File: src/rtl/pipelined_datapath.sv
`default_nettype none
// ============================================================================
// Module   : pipelined_datapath
// Purpose  : Five-stage (IF/ID, ID/EX, EX/MEM, MEM/WB) in-order integer
//            pipeline for a MIPS-format subset: add, sub, and, or, slt,
//            addi, lw, sw. Data hazards are resolved with EX/MEM and MEM/WB
//            forwarding, a register-file write-through bypass and a
//            one-cycle load-use stall.
// Ports    : clk          - rising-edge clock
//            rst_n        - asynchronous active-low reset
//            in_instr     - instruction word offered by fetch
//            in_valid     - in_instr is valid this cycle
//            in_ready     - pipeline accepts in_instr at this edge
//            wb_valid     - retiring instruction writes a register
//            wb_reg       - destination register of the retiring instruction
//            wb_data      - value written back
//            err_illegal  - one-cycle pulse: unsupported instruction in EX
//            retire_count - retired instructions (sw and illegal included)
// Revision : 1.0 - initial release
// ============================================================================
module pipelined_datapath #(
  parameter int XLEN      = 32,
  parameter int NREG      = 32,
  parameter int MEM_DEPTH = 32
) (
  input  logic            clk,
  input  logic            rst_n,
  input  logic [31:0]     in_instr,
  input  logic            in_valid,
  output logic            in_ready,
  output logic            wb_valid,
  output logic [4:0]      wb_reg,
  output logic [XLEN-1:0] wb_data,
  output logic            err_illegal,
  output logic [31:0]     retire_count
);

  localparam int RW = (NREG > 1) ? $clog2(NREG) : 1;
  localparam int AW = (MEM_DEPTH > 1) ? $clog2(MEM_DEPTH) : 1;

  localparam logic [5:0] OP_RTYPE = 6'd0;
  localparam logic [5:0] OP_ADDI  = 6'd8;
  localparam logic [5:0] OP_LW    = 6'd35;
  localparam logic [5:0] OP_SW    = 6'd43;

  localparam logic [5:0] FN_ADD = 6'd32;
  localparam logic [5:0] FN_SUB = 6'd34;
  localparam logic [5:0] FN_AND = 6'd36;
  localparam logic [5:0] FN_OR  = 6'd37;
  localparam logic [5:0] FN_SLT = 6'd42;

  typedef enum logic [2:0] {
    ALU_ADD = 3'd0,
    ALU_SUB = 3'd1,
    ALU_AND = 3'd2,
    ALU_OR  = 3'd3,
    ALU_SLT = 3'd4
  } alu_op_t;

  // Architectural storage (element views driven from per-entry flops below)
  logic [XLEN-1:0] regs [NREG];
  logic [XLEN-1:0] mem  [MEM_DEPTH];

  // IF/ID
  logic            ifid_valid;
  logic [31:0]     ifid_instr;

  // ID/EX
  logic            idex_valid;
  alu_op_t         idex_alu;
  logic            idex_use_imm;
  logic            idex_is_lw;
  logic            idex_is_sw;
  logic            idex_wreg;
  logic            idex_illegal;
  logic [RW-1:0]   idex_dest;
  logic [RW-1:0]   idex_rs;
  logic [RW-1:0]   idex_rt;
  logic [XLEN-1:0] idex_rs_val;
  logic [XLEN-1:0] idex_rt_val;
  logic [XLEN-1:0] idex_imm;

  // EX/MEM
  logic            exmem_valid;
  logic [XLEN-1:0] exmem_result;
  logic [XLEN-1:0] exmem_store;
  logic [RW-1:0]   exmem_dest;
  logic            exmem_wreg;
  logic            exmem_is_lw;
  logic            exmem_is_sw;
  logic            exmem_illegal;

  // MEM/WB
  logic            memwb_valid;
  logic            memwb_wreg;
  logic [RW-1:0]   memwb_dest;
  logic [XLEN-1:0] memwb_data;

  // Decode
  logic [5:0]      dec_op;
  logic [5:0]      dec_funct;
  logic [RW-1:0]   dec_rs;
  logic [RW-1:0]   dec_rt;
  logic [RW-1:0]   dec_rd;
  logic [RW-1:0]   dec_dest;
  logic [XLEN-1:0] dec_imm;
  logic            dec_legal;
  logic            dec_writes;
  logic            dec_wreg;
  logic            dec_use_imm;
  logic            dec_is_lw;
  logic            dec_is_sw;
  logic            dec_uses_rt;
  alu_op_t         dec_alu;
  logic [XLEN-1:0] rs_val;
  logic [XLEN-1:0] rt_val;
  logic            wb_write;
  logic            stall;

  // Execute / memory
  logic            ex_fwd_ok;
  logic [XLEN-1:0] op_a;
  logic [XLEN-1:0] op_b_reg;
  logic [XLEN-1:0] alu_b;
  logic [XLEN-1:0] alu_res;
  logic [AW-1:0]   mem_addr;
  logic [XLEN-1:0] mem_out;

  // --------------------------------------------------------------------------
  // Decode and register read
  // --------------------------------------------------------------------------
  always_comb begin
    dec_op      = ifid_instr[31:26];
    dec_funct   = ifid_instr[5:0];
    dec_rs      = ifid_instr[21 +: RW];
    dec_rt      = ifid_instr[16 +: RW];
    dec_rd      = ifid_instr[11 +: RW];
    dec_imm     = XLEN'($signed(ifid_instr[15:0]));
    dec_legal   = 1'b0;
    dec_writes  = 1'b0;
    dec_use_imm = 1'b0;
    dec_is_lw   = 1'b0;
    dec_is_sw   = 1'b0;
    dec_uses_rt = 1'b0;
    dec_dest    = dec_rd;
    dec_alu     = ALU_ADD;
    case (dec_op)
      OP_RTYPE: begin
        dec_uses_rt = 1'b1;
        dec_legal   = 1'b1;
        dec_writes  = 1'b1;
        case (dec_funct)
          FN_ADD:  dec_alu = ALU_ADD;
          FN_SUB:  dec_alu = ALU_SUB;
          FN_AND:  dec_alu = ALU_AND;
          FN_OR:   dec_alu = ALU_OR;
          FN_SLT:  dec_alu = ALU_SLT;
          default: begin
            dec_legal  = 1'b0;
            dec_writes = 1'b0;
          end
        endcase
      end
      OP_ADDI: begin
        dec_legal   = 1'b1;
        dec_writes  = 1'b1;
        dec_use_imm = 1'b1;
        dec_dest    = dec_rt;
      end
      OP_LW: begin
        dec_legal   = 1'b1;
        dec_writes  = 1'b1;
        dec_use_imm = 1'b1;
        dec_is_lw   = 1'b1;
        dec_dest    = dec_rt;
      end
      OP_SW: begin
        dec_legal   = 1'b1;
        dec_use_imm = 1'b1;
        dec_is_sw   = 1'b1;
        dec_uses_rt = 1'b1;
      end
      default: ;
    endcase
    // r0 writes are dropped here so every later stage can trust wreg alone
    dec_wreg = dec_writes && (dec_dest != '0);
  end

  assign wb_write = memwb_valid && memwb_wreg;

  // Write-through: a read colliding with this cycle's writeback sees new data
  assign rs_val = (wb_write && (memwb_dest == dec_rs)) ? memwb_data : regs[dec_rs];
  assign rt_val = (wb_write && (memwb_dest == dec_rt)) ? memwb_data : regs[dec_rt];

  // Load result is only available after MEM, one cycle too late for a
  // directly following consumer in EX.
  assign stall = ifid_valid && idex_valid && idex_is_lw && idex_wreg &&
                 ((idex_dest == dec_rs) || (dec_uses_rt && (idex_dest == dec_rt)));

  assign in_ready = !stall;

  // --------------------------------------------------------------------------
  // Execute with forwarding
  // --------------------------------------------------------------------------
  // A load in EX/MEM has no data yet; the stall guarantees nobody needs it.
  assign ex_fwd_ok = exmem_valid && exmem_wreg && !exmem_is_lw;

  always_comb begin
    if (ex_fwd_ok && (exmem_dest == idex_rs))
      op_a = exmem_result;
    else if (wb_write && (memwb_dest == idex_rs))
      op_a = memwb_data;
    else
      op_a = idex_rs_val;

    if (ex_fwd_ok && (exmem_dest == idex_rt))
      op_b_reg = exmem_result;
    else if (wb_write && (memwb_dest == idex_rt))
      op_b_reg = memwb_data;
    else
      op_b_reg = idex_rt_val;

    alu_b   = idex_use_imm ? idex_imm : op_b_reg;
    alu_res = '0;
    case (idex_alu)
      ALU_ADD: alu_res = op_a + alu_b;
      ALU_SUB: alu_res = op_a - alu_b;
      ALU_AND: alu_res = op_a & alu_b;
      ALU_OR:  alu_res = op_a | alu_b;
      ALU_SLT: alu_res[0] = ($signed(op_a) < $signed(alu_b));
      default: alu_res = '0;
    endcase
  end

  // --------------------------------------------------------------------------
  // Memory stage
  // --------------------------------------------------------------------------
  assign mem_addr = exmem_result[AW-1:0];
  assign mem_out  = exmem_is_lw ? mem[mem_addr] : exmem_result;

  // --------------------------------------------------------------------------
  // Pipeline registers
  // --------------------------------------------------------------------------
  always_ff @(posedge clk or negedge rst_n) begin
    if (!rst_n) begin
      ifid_valid    <= 1'b0;
      ifid_instr    <= '0;
      idex_valid    <= 1'b0;
      idex_alu      <= ALU_ADD;
      idex_use_imm  <= 1'b0;
      idex_is_lw    <= 1'b0;
      idex_is_sw    <= 1'b0;
      idex_wreg     <= 1'b0;
      idex_illegal  <= 1'b0;
      idex_dest     <= '0;
      idex_rs       <= '0;
      idex_rt       <= '0;
      idex_rs_val   <= '0;
      idex_rt_val   <= '0;
      idex_imm      <= '0;
      exmem_valid   <= 1'b0;
      exmem_result  <= '0;
      exmem_store   <= '0;
      exmem_dest    <= '0;
      exmem_wreg    <= 1'b0;
      exmem_is_lw   <= 1'b0;
      exmem_is_sw   <= 1'b0;
      exmem_illegal <= 1'b0;
      memwb_valid   <= 1'b0;
      memwb_wreg    <= 1'b0;
      memwb_dest    <= '0;
      memwb_data    <= '0;
    end else begin
      // IF/ID holds its instruction while stalled
      if (!stall) begin
        ifid_valid <= in_valid;
        ifid_instr <= in_instr;
      end

      idex_valid   <= ifid_valid && !stall;
      idex_alu     <= dec_alu;
      idex_use_imm <= dec_use_imm;
      idex_is_lw   <= dec_is_lw;
      idex_is_sw   <= dec_is_sw;
      idex_wreg    <= dec_wreg;
      idex_illegal <= !dec_legal;
      idex_dest    <= dec_dest;
      idex_rs      <= dec_rs;
      idex_rt      <= dec_rt;
      idex_rs_val  <= rs_val;
      idex_rt_val  <= rt_val;
      idex_imm     <= dec_imm;

      exmem_valid   <= idex_valid;
      exmem_result  <= alu_res;
      exmem_store   <= op_b_reg;
      exmem_dest    <= idex_dest;
      exmem_wreg    <= idex_wreg;
      exmem_is_lw   <= idex_is_lw;
      exmem_is_sw   <= idex_is_sw;
      exmem_illegal <= idex_valid && idex_illegal;

      memwb_valid <= exmem_valid;
      memwb_wreg  <= exmem_wreg;
      memwb_dest  <= exmem_dest;
      memwb_data  <= mem_out;
    end
  end

  // --------------------------------------------------------------------------
  // Register file and data memory; each entry resets to its own index
  // --------------------------------------------------------------------------
  for (genvar gi = 0; gi < NREG; gi++) begin : g_regfile
    logic [XLEN-1:0] entry;
    always_ff @(posedge clk or negedge rst_n) begin
      if (!rst_n)
        entry <= XLEN'(gi);
      else if (wb_write && (memwb_dest == RW'(gi)))
        entry <= memwb_data;
    end
    assign regs[gi] = entry;
  end

  for (genvar gm = 0; gm < MEM_DEPTH; gm++) begin : g_dmem
    logic [XLEN-1:0] word;
    always_ff @(posedge clk or negedge rst_n) begin
      if (!rst_n)
        word <= XLEN'(gm);
      else if (exmem_valid && exmem_is_sw && (mem_addr == AW'(gm)))
        word <= exmem_store;
    end
    assign mem[gm] = word;
  end

  always_ff @(posedge clk or negedge rst_n) begin
    if (!rst_n)
      retire_count <= '0;
    else if (memwb_valid)
      retire_count <= retire_count + 32'd1;
  end

  // --------------------------------------------------------------------------
  // Outputs
  // --------------------------------------------------------------------------
  assign wb_valid    = wb_write;
  assign wb_reg      = 5'(memwb_dest);
  assign wb_data     = memwb_data;
  assign err_illegal = exmem_illegal;

endmodule
`default_nettype wire

File: config.mk
export PLATFORM = sky130hd
export DESIGN_NAME = pipelined_datapath
export DESIGN_NICKNAME = d
export VERILOG_FILES = /design/src/rtl/pipelined_datapath.sv
export SDC_FILE = /design/constraint.sdc
export NUM_CORES = 2
export LEC_CHECK = 0
export CORE_MARGIN = 2
export CORE_UTILIZATION = 27
export CTS_BUF_LIST = sky130_fd_sc_hd__clkbuf_4
export CTS_CLUSTER_SIZE = 30
export DETAILED_ROUTE_END_ITERATION = 8
export PLACE_DENSITY_LB_ADDON = 0.1
export SLEW_MARGIN = 20
export SYNTH_ARGS = -nofsm -noshare
export SYNTH_HDL_FRONTEND = slang
export SYNTH_SLANG_ARGS = --single-unit
File: constraint.sdc
create_clock -name clk -period 5 [get_ports clk]
set_input_delay 1.25 -clock clk [delete_from_list [all_inputs] [get_ports clk]]
set_output_delay 1.25 -clock clk [all_outputs]
set_load 0.02 [all_outputs]
Word-level counts from Yosys, hierarchy flattened
Cells that the tools add are included.
{"block": "word_totals", "register_bits": 2330, "in_bits": 35, "out_inout_bits": 72, "word_cells": 310}
{"block": "op_classes", "add_sub_neg": 3, "order_cmp": 4, "n_eq_ne": 82, "n_mux": 29, "bitwise": 5, "reduce_logical": 95}
{"cell": "32-bit binary-select mux with 5-bit select", "count": 3}
{"cell": "32-bit 2-to-1 mux", "count": 14}
{"cell": "5-bit == test (second input constant)", "count": 32}
{"cell": "31-bit case mux with 4 select lines", "count": 1}
{"cell": "1-bit logical AND", "count": 82}
{"cell": "5-bit by 4-bit == test with 1-bit output (second input constant)", "count": 16}
{"cell": "6-bit == test (second input constant)", "count": 7}
{"cell": "5-bit by 3-bit == test with 1-bit output (second input constant)", "count": 8}
{"cell": "5-bit == test", "count": 8}
{"cell": "32-bit by 1-bit adder with 32-bit output (second input constant)", "count": 1}
{"cell": "32-bit adder", "count": 1}
{"cell": "32-bit bitwise AND", "count": 1}
{"cell": "32-bit less-than comparator", "count": 1}
{"cell": "32-bit OR", "count": 1}
{"cell": "32-bit subtractor", "count": 1}
{"cell": "5-bit by 2-bit == test with 1-bit output (second input constant)", "count": 4}
{"cell": "6-bit >= comparator (second input constant)", "count": 3}
{"cell": "5-bit inverter with 6-bit output", "count": 3}
{"cell": "3-bit case mux with 4 select lines", "count": 1}
{"cell": "5-bit by 1-bit == test with 1-bit output (second input constant)", "count": 2}
{"cell": "5-bit logical NOT", "count": 2}
{"cell": "3-bit by 2-bit == test with 1-bit output (second input constant)", "count": 2}
{"cell": "6-bit by 4-bit == test with 1-bit output (second input constant)", "count": 1}
{"cell": "6-bit logical NOT", "count": 1}
{"cell": "14 further kinds", "count": 22}

Depth between registers and ports, before layout
{"block": "logic_depth", "ltp_word": 8, "mapped_depth": 20, "ltp_nobuf": 18}

Worst setup path after synthesis
Ideal clock, no wire load.
{"block": "synth_path", "kind": "register to register", "from": "register memwb_dest[4] (netlist: wb_reg[4])", "to": "register exmem_result[25]", "setup_time_ps": 131, "arrival_time_ps": 4699, "required_time_ps": 4869, "setup_slack_ps": 170, "path_stages_with_launch": 19, "path_buffers": 3, "period_less_slack_ps": 4830, "cell_sequence": "dfrtp_1 > clkbuf_1 > xor2_1 > nor4_1 > nand3_1 > buf_1 > mux2i_1 > a21oi_1 > mux2_2 > ha_1 > clkbuf_1 > or4_4 > a211oi_2 > o21ai_1 > a2111oi_2 > nor3_2 > mux2i_1 > a21oi_1 > or3_1"}
{"block": "synth_between", "elab_chain_cells": 7, "elab_cells_between_ends": 14, "cone_classes": "2 x add/sub; 2 x eq/ne; 6 x mux; 2 x bitwise; 2 x reduce/logical"}
{"item": "start: declaration", "line": "96", "source": "logic [RW-1:0] memwb_dest;"}
{"item": "start signal: assignment", "line": "305", "source": "memwb_dest <= exmem_dest;"}
{"item": "5-bit == test (*)", "line": "218", "source": "else if (wb_write && (memwb_dest == idex_rt))"}
{"item": "1-bit logical AND (*)", "line": "218"}
{"item": "32-bit 2-to-1 mux (*)", "line": "218"}
{"item": "32-bit 2-to-1 mux (*)", "line": "216", "source": "if (ex_fwd_ok && (exmem_dest == idex_rt))"}
{"item": "via op_b_reg[7]", "line": "123", "source": "logic [XLEN-1:0] op_b_reg;"}
{"item": "32-bit 2-to-1 mux (*)", "line": "223", "source": "alu_b = idex_use_imm ? idex_imm : op_b_reg;"}
{"item": "32-bit subtractor or 32-bit adder (tied branches)", "line": "227, 226"}
{"item": "31-bit case mux with 4 select lines (*)", "line": "225", "source": "case (idex_alu)"}
{"item": "via alu_res[25]", "line": "125", "source": "logic [XLEN-1:0] alu_res;"}
{"item": "end signal: assignment", "line": "295", "source": "exmem_result <= alu_res;"}
{"item": "end: declaration", "line": "85", "source": "logic [XLEN-1:0] exmem_result;"}
Mark *: on every way through the listed nets, which the timed path passes. The rest lies on a longest branch.
A chain may end at the register's enable or synchronous reset.

Worst setup path in the final report
{"block": "layout_path", "from": "register memwb_dest[1] (netlist: wb_reg[1])", "to": "register exmem_result[30]"}
Same word-level chain as after synthesis.

==> metrics.md <==
| Metric | Value |
|---|---|
| Total wire length | `422.9 mm` |
| Worst Setup Start Kind | `flip-flop` |
| RePlAce Congestion | `0.8797` |
| Post-Synthesis Cells | `around 7600` |
| First-pass GRT wire length | `605.9 mm` |
| Critical R2R Launch | `wb_reg[1]` |
| Syn_nets | `7775` |
| Worst R2R Path Depth | `19` |
| Synth-to-layout area growth | `16.64%` |
| Minimum clock period | `4.845 ns` |
| Slew margin rel. | `a little under a quarter` |
| CTS Root Cell | `clkbuf_4` |
| Core region area | `0.4279 mm²` |
| Via Count | `72090` |
| Top Ports | `107` |
| Vias/cell | `5.023` |
| Synth top area cells | `dfrtp_1 (47%), mux2_2 (20%), mux4_2 (19%), dfstp_2 (3.6%), clkbuf_1 (1.8%)` |
| DRC | `0` |
| Flops & latches, synth | `roughly 2300` |
| Largest registers | `g_dmem.word (1024), g_regfile.entry (1024)` |
| Yosys cell types | `74` |
| Design Area, Final | `0.1355 mm²` |
| Slowest Stage Delay on Critical Path | `roughly 0.50 ns` |
| Max Cap Viol | `0` |
| Crit Path Max Fanout | `18` |
| Initial DRC Count | `4105` |
| Overall power | `between 40 and 50 mW` |
| Yosys warns | `0` |
| Crit-path cells | `xor2_1 > nor4_1 > buf_4 > nand3_4 > buf_12 > mux2i_1 > a21oi_1 > mux2_2 > ha_1 > a211oi_1 > o41a_1 > a2111oi_4 > nor2_4 > a311o_1 > buf_4 > nand2_1 > o2111ai_1 > nor2b_1 > or3_1` |
| CP endpoint kind | `flip-flop` |
| Register area share after synthesis | `50.35%` |
| Ys flop type | `dfrtp_1` |
| CP required | `about 6.4 ns` |
| Mapped Avg Cell Area | `15.22 µm²` |
| Multiplexer share of the synthesized area | `40.41%` |
| Most common cell on crit path | `buf_4` |
| Overall Global Routing Usage | `19.30%` |
| R2R setup slack | `0.15 ns` |
| Simple-gate share of the synthesized area | `2.226%` |
| Peak VDD IR | `~200 µV` |
| Worst Setup Path Type | `reg -> reg` |
| Fmax | `206.4 MHz` |
| Ratio of cells with drive above 1 in the final layout | `56.72%` |
| Sink Count | `2330` |
| Antenna violations before repair | `17` |
| Synth Area in Compound Gates | `2.378%` |
| Worst Setup SP | `wb_reg[1]` |
| Min-delay worst type | `in -> async` |
| CTS H-Tree Depth | `6` |
| Die area | `0.4356 mm²` |
| Largest area contributor in the netlist | `dfrtp_1` |
| TritonCTS clock tree | `done` |
| Clock skew | `0.1005 ns` |
| PwrDens | `295.9 mW/mm²` |
| Largest net degree at the start of global routing | `154` |
| Final setup violation count | `0` |
| Port-buffer cells | `approximately 110` |
| Number of enable flip-flop cells after synthesis | `0` |
| Crit path to | `exmem_result[30]` |
| Final period util | `96.90%` |
| Clock transition at path regs | `0.07 ns` |
| LEAKAGE | `61.96 nW` |
| Main combinational cell family by area after synthesis | `multiplexers` |
| GRT overflow | `0` |
| Final HPWL DP | `254.4 mm` |
| Post-synthesis xor/xnor area fraction | `0.7236%` |
| Max-slew violation count | `0` |
| Critical path arrival | `approximately 6.3 ns` |
| Drt wl/cell | `29.47 µm` |
| Cell area after synthesis | `around 0.12 mm²` |
| Outcome | `finished clean` |
| Clk_lat worst skew | `1.57 ns` |
| Share of the synthesized area in the top cell type | `46.73%` |
| Pre-Repair DR Iteration Count | `5` |
| CTS Buf Count | `between 700 and 800` |
| Fraction of registers with async set/reset | `100.0%` |
| Post-DRT Antenna Nets | `0` |
| Critical path's slowest cell | `o41a_1` |
| Die Width | `between 600 and 700 µm` |
| Reg-to-Reg End | `exmem_result[30]` |
| Fin Setup TNS | `0 ns` |
| Vias in the first global route | `78780` |
| # rows | `240` |
| Least-Margin Pin Slew | `1.121 ns` |
| Final core utilization | `between 30% and 40%` |
| Final hold vios | `0` |
| Synth Area in Adders | `1.144%` |
| Max Buffers Root-to-Sink | `4` |
| Nets | `8270` |
| Initial Util | `between 20 and 30%` |
| Post-Place Cell Area | `between 0.1 and 0.15 mm²` |
| Die height | `~660 µm` |
[report_power, final]
| group | leakage [nW] | total, mW | internal, mW | switching (mW) |
|---|---|---|---|---|
| clock network | 5.33 | 19.1 | 10.1 | 8.98 |
| registers | 31.7 | 19.1 | 19.0 | 0.148 |
| logic | 24.9 | 1.93 | 0.623 | 1.30 |
| total | 62.0 | 40.1 | 29.7 | 10.4 |
[critical path: cells and delay by family (launching register included)]
kind	cells	cell delay, ns
compound gates	6	1.65
xor+xnor	1	0.17
fa+ha+maj	1	0.32
buf+inv	3	0.58
flops	1	0.41
mux	2	0.46
simple gates	6	1.10
[cell families (layout without fill, tap and decap cells)]
kind of cell    Yosys count  in the layout
mux                    3228           3228
flops                  2330           2330
buf+inv                 848           1860
simple gates            572            572
compound gates          456            456
fa+ha+maj               105            105
xor+xnor                 96             96
other cells               0             16
[cells in the mapped netlist, types with 27 or more instances]
cell type and instances:
dfrtp_1 2170, mux2_2 2101, mux4_2 960, clkbuf_1 569
nor2_1 284, a21oi_1 233, mux2i_1 167, dfstp_2 160
buf_1 157, ha_1 103, nand2_1 98, inv_1 96
o21ai_0 58, xnor2_1 58, nand3_1 47, xor2_1 38
a21o_1 35, nor2b_1 27
[repair_timing]
item,CTS,global route
gates resized for setup,9,17
setup endpoints to repair,2,11
pin swaps,1,5
buffers inserted,4,3
endpoints found under the hold margin,299,0
hold buffers,1,0
[per-layer routing]
metal  share of wire [%]  routed length, µm  global-route usage (%)
met1                  44             187300                   25.51
met4                 2.4              10230                   5.011
met3                 3.5              14830                   2.748
met2                  50             210400                   33.11
met5               0.017                 74                       0
[cells in the final DEF, fill, tap and decap left out, drive strengths merged, types with 10 or more instances in the layout]
| master | count |
|---|---|
| mux2 | 2101 |
| o211ai | 11 |
| a211oi | 19 |
| xnor2 | 58 |
| o22ai | 17 |
| dfrtp | 2170 |
| inv | 117 |
| buf | 431 |
| nand2b | 16 |
| nor3 | 23 |
| xor2 | 38 |
| nor2b | 28 |
| nand4 | 11 |
| and3 | 11 |
| dfstp | 160 |
| clkdlybuf4s50 | 104 |
| mux4 | 960 |
| mux2i | 167 |
| nor2 | 284 |
| o21bai | 11 |
| a21o | 35 |
| a21oi | 234 |
| clkinv | 129 |
| nor4 | 17 |
| diode | 16 |
| ha | 103 |
| clkinvlp | 12 |
| nand3 | 47 |
| bufinv | 10 |
| nand2 | 98 |
| clkbuf | 1055 |
| o21ai | 60 |
[final cells by class]
cell class | count | area (µm²)
inverters | 99 | 371.6
clock inverters | 169 | 1046
diodes | 16 | 40.04
well taps | 5687 | 7116
fillers | 42300 | 292400
repair buffers | 537 | 5291
clock buffers | 1055 | 7920
flip-flops and latches | 2330 | 58590
multi-input cells | 4457 | 55150
[how the worst min path moves through the flow]
stage	startpoint	endpoint	slack, ns	cells after the start
final	rst_n	g_dmem[7].word[6]	0.30	2
after global routing	rst_n	g_dmem[7].word[6]	0.19	2
after detailed placement	exmem_wreg	memwb_wreg	0.36	0
after CTS	rst_n	g_dmem[7].word[6]	0.05	2
after floorplan	idex_is_sw	exmem_is_sw	0.33	0
after global placement	exmem_wreg	memwb_wreg	0.36	0
[through the flow]
step	hold slack, ns	std cells	worst slack (ns)
finish	0.2971	14350	0.1548
CTS	0.04539	14330	0.01960
global placement	0.3607	13100	-0.09933
floorplan	0.3312	7635	0.1695
global route	0.1852	14340	-0.0007110
detailed placement	0.3611	13100	0.03436
No activity file was read; power rests on OpenSTA's default activity.
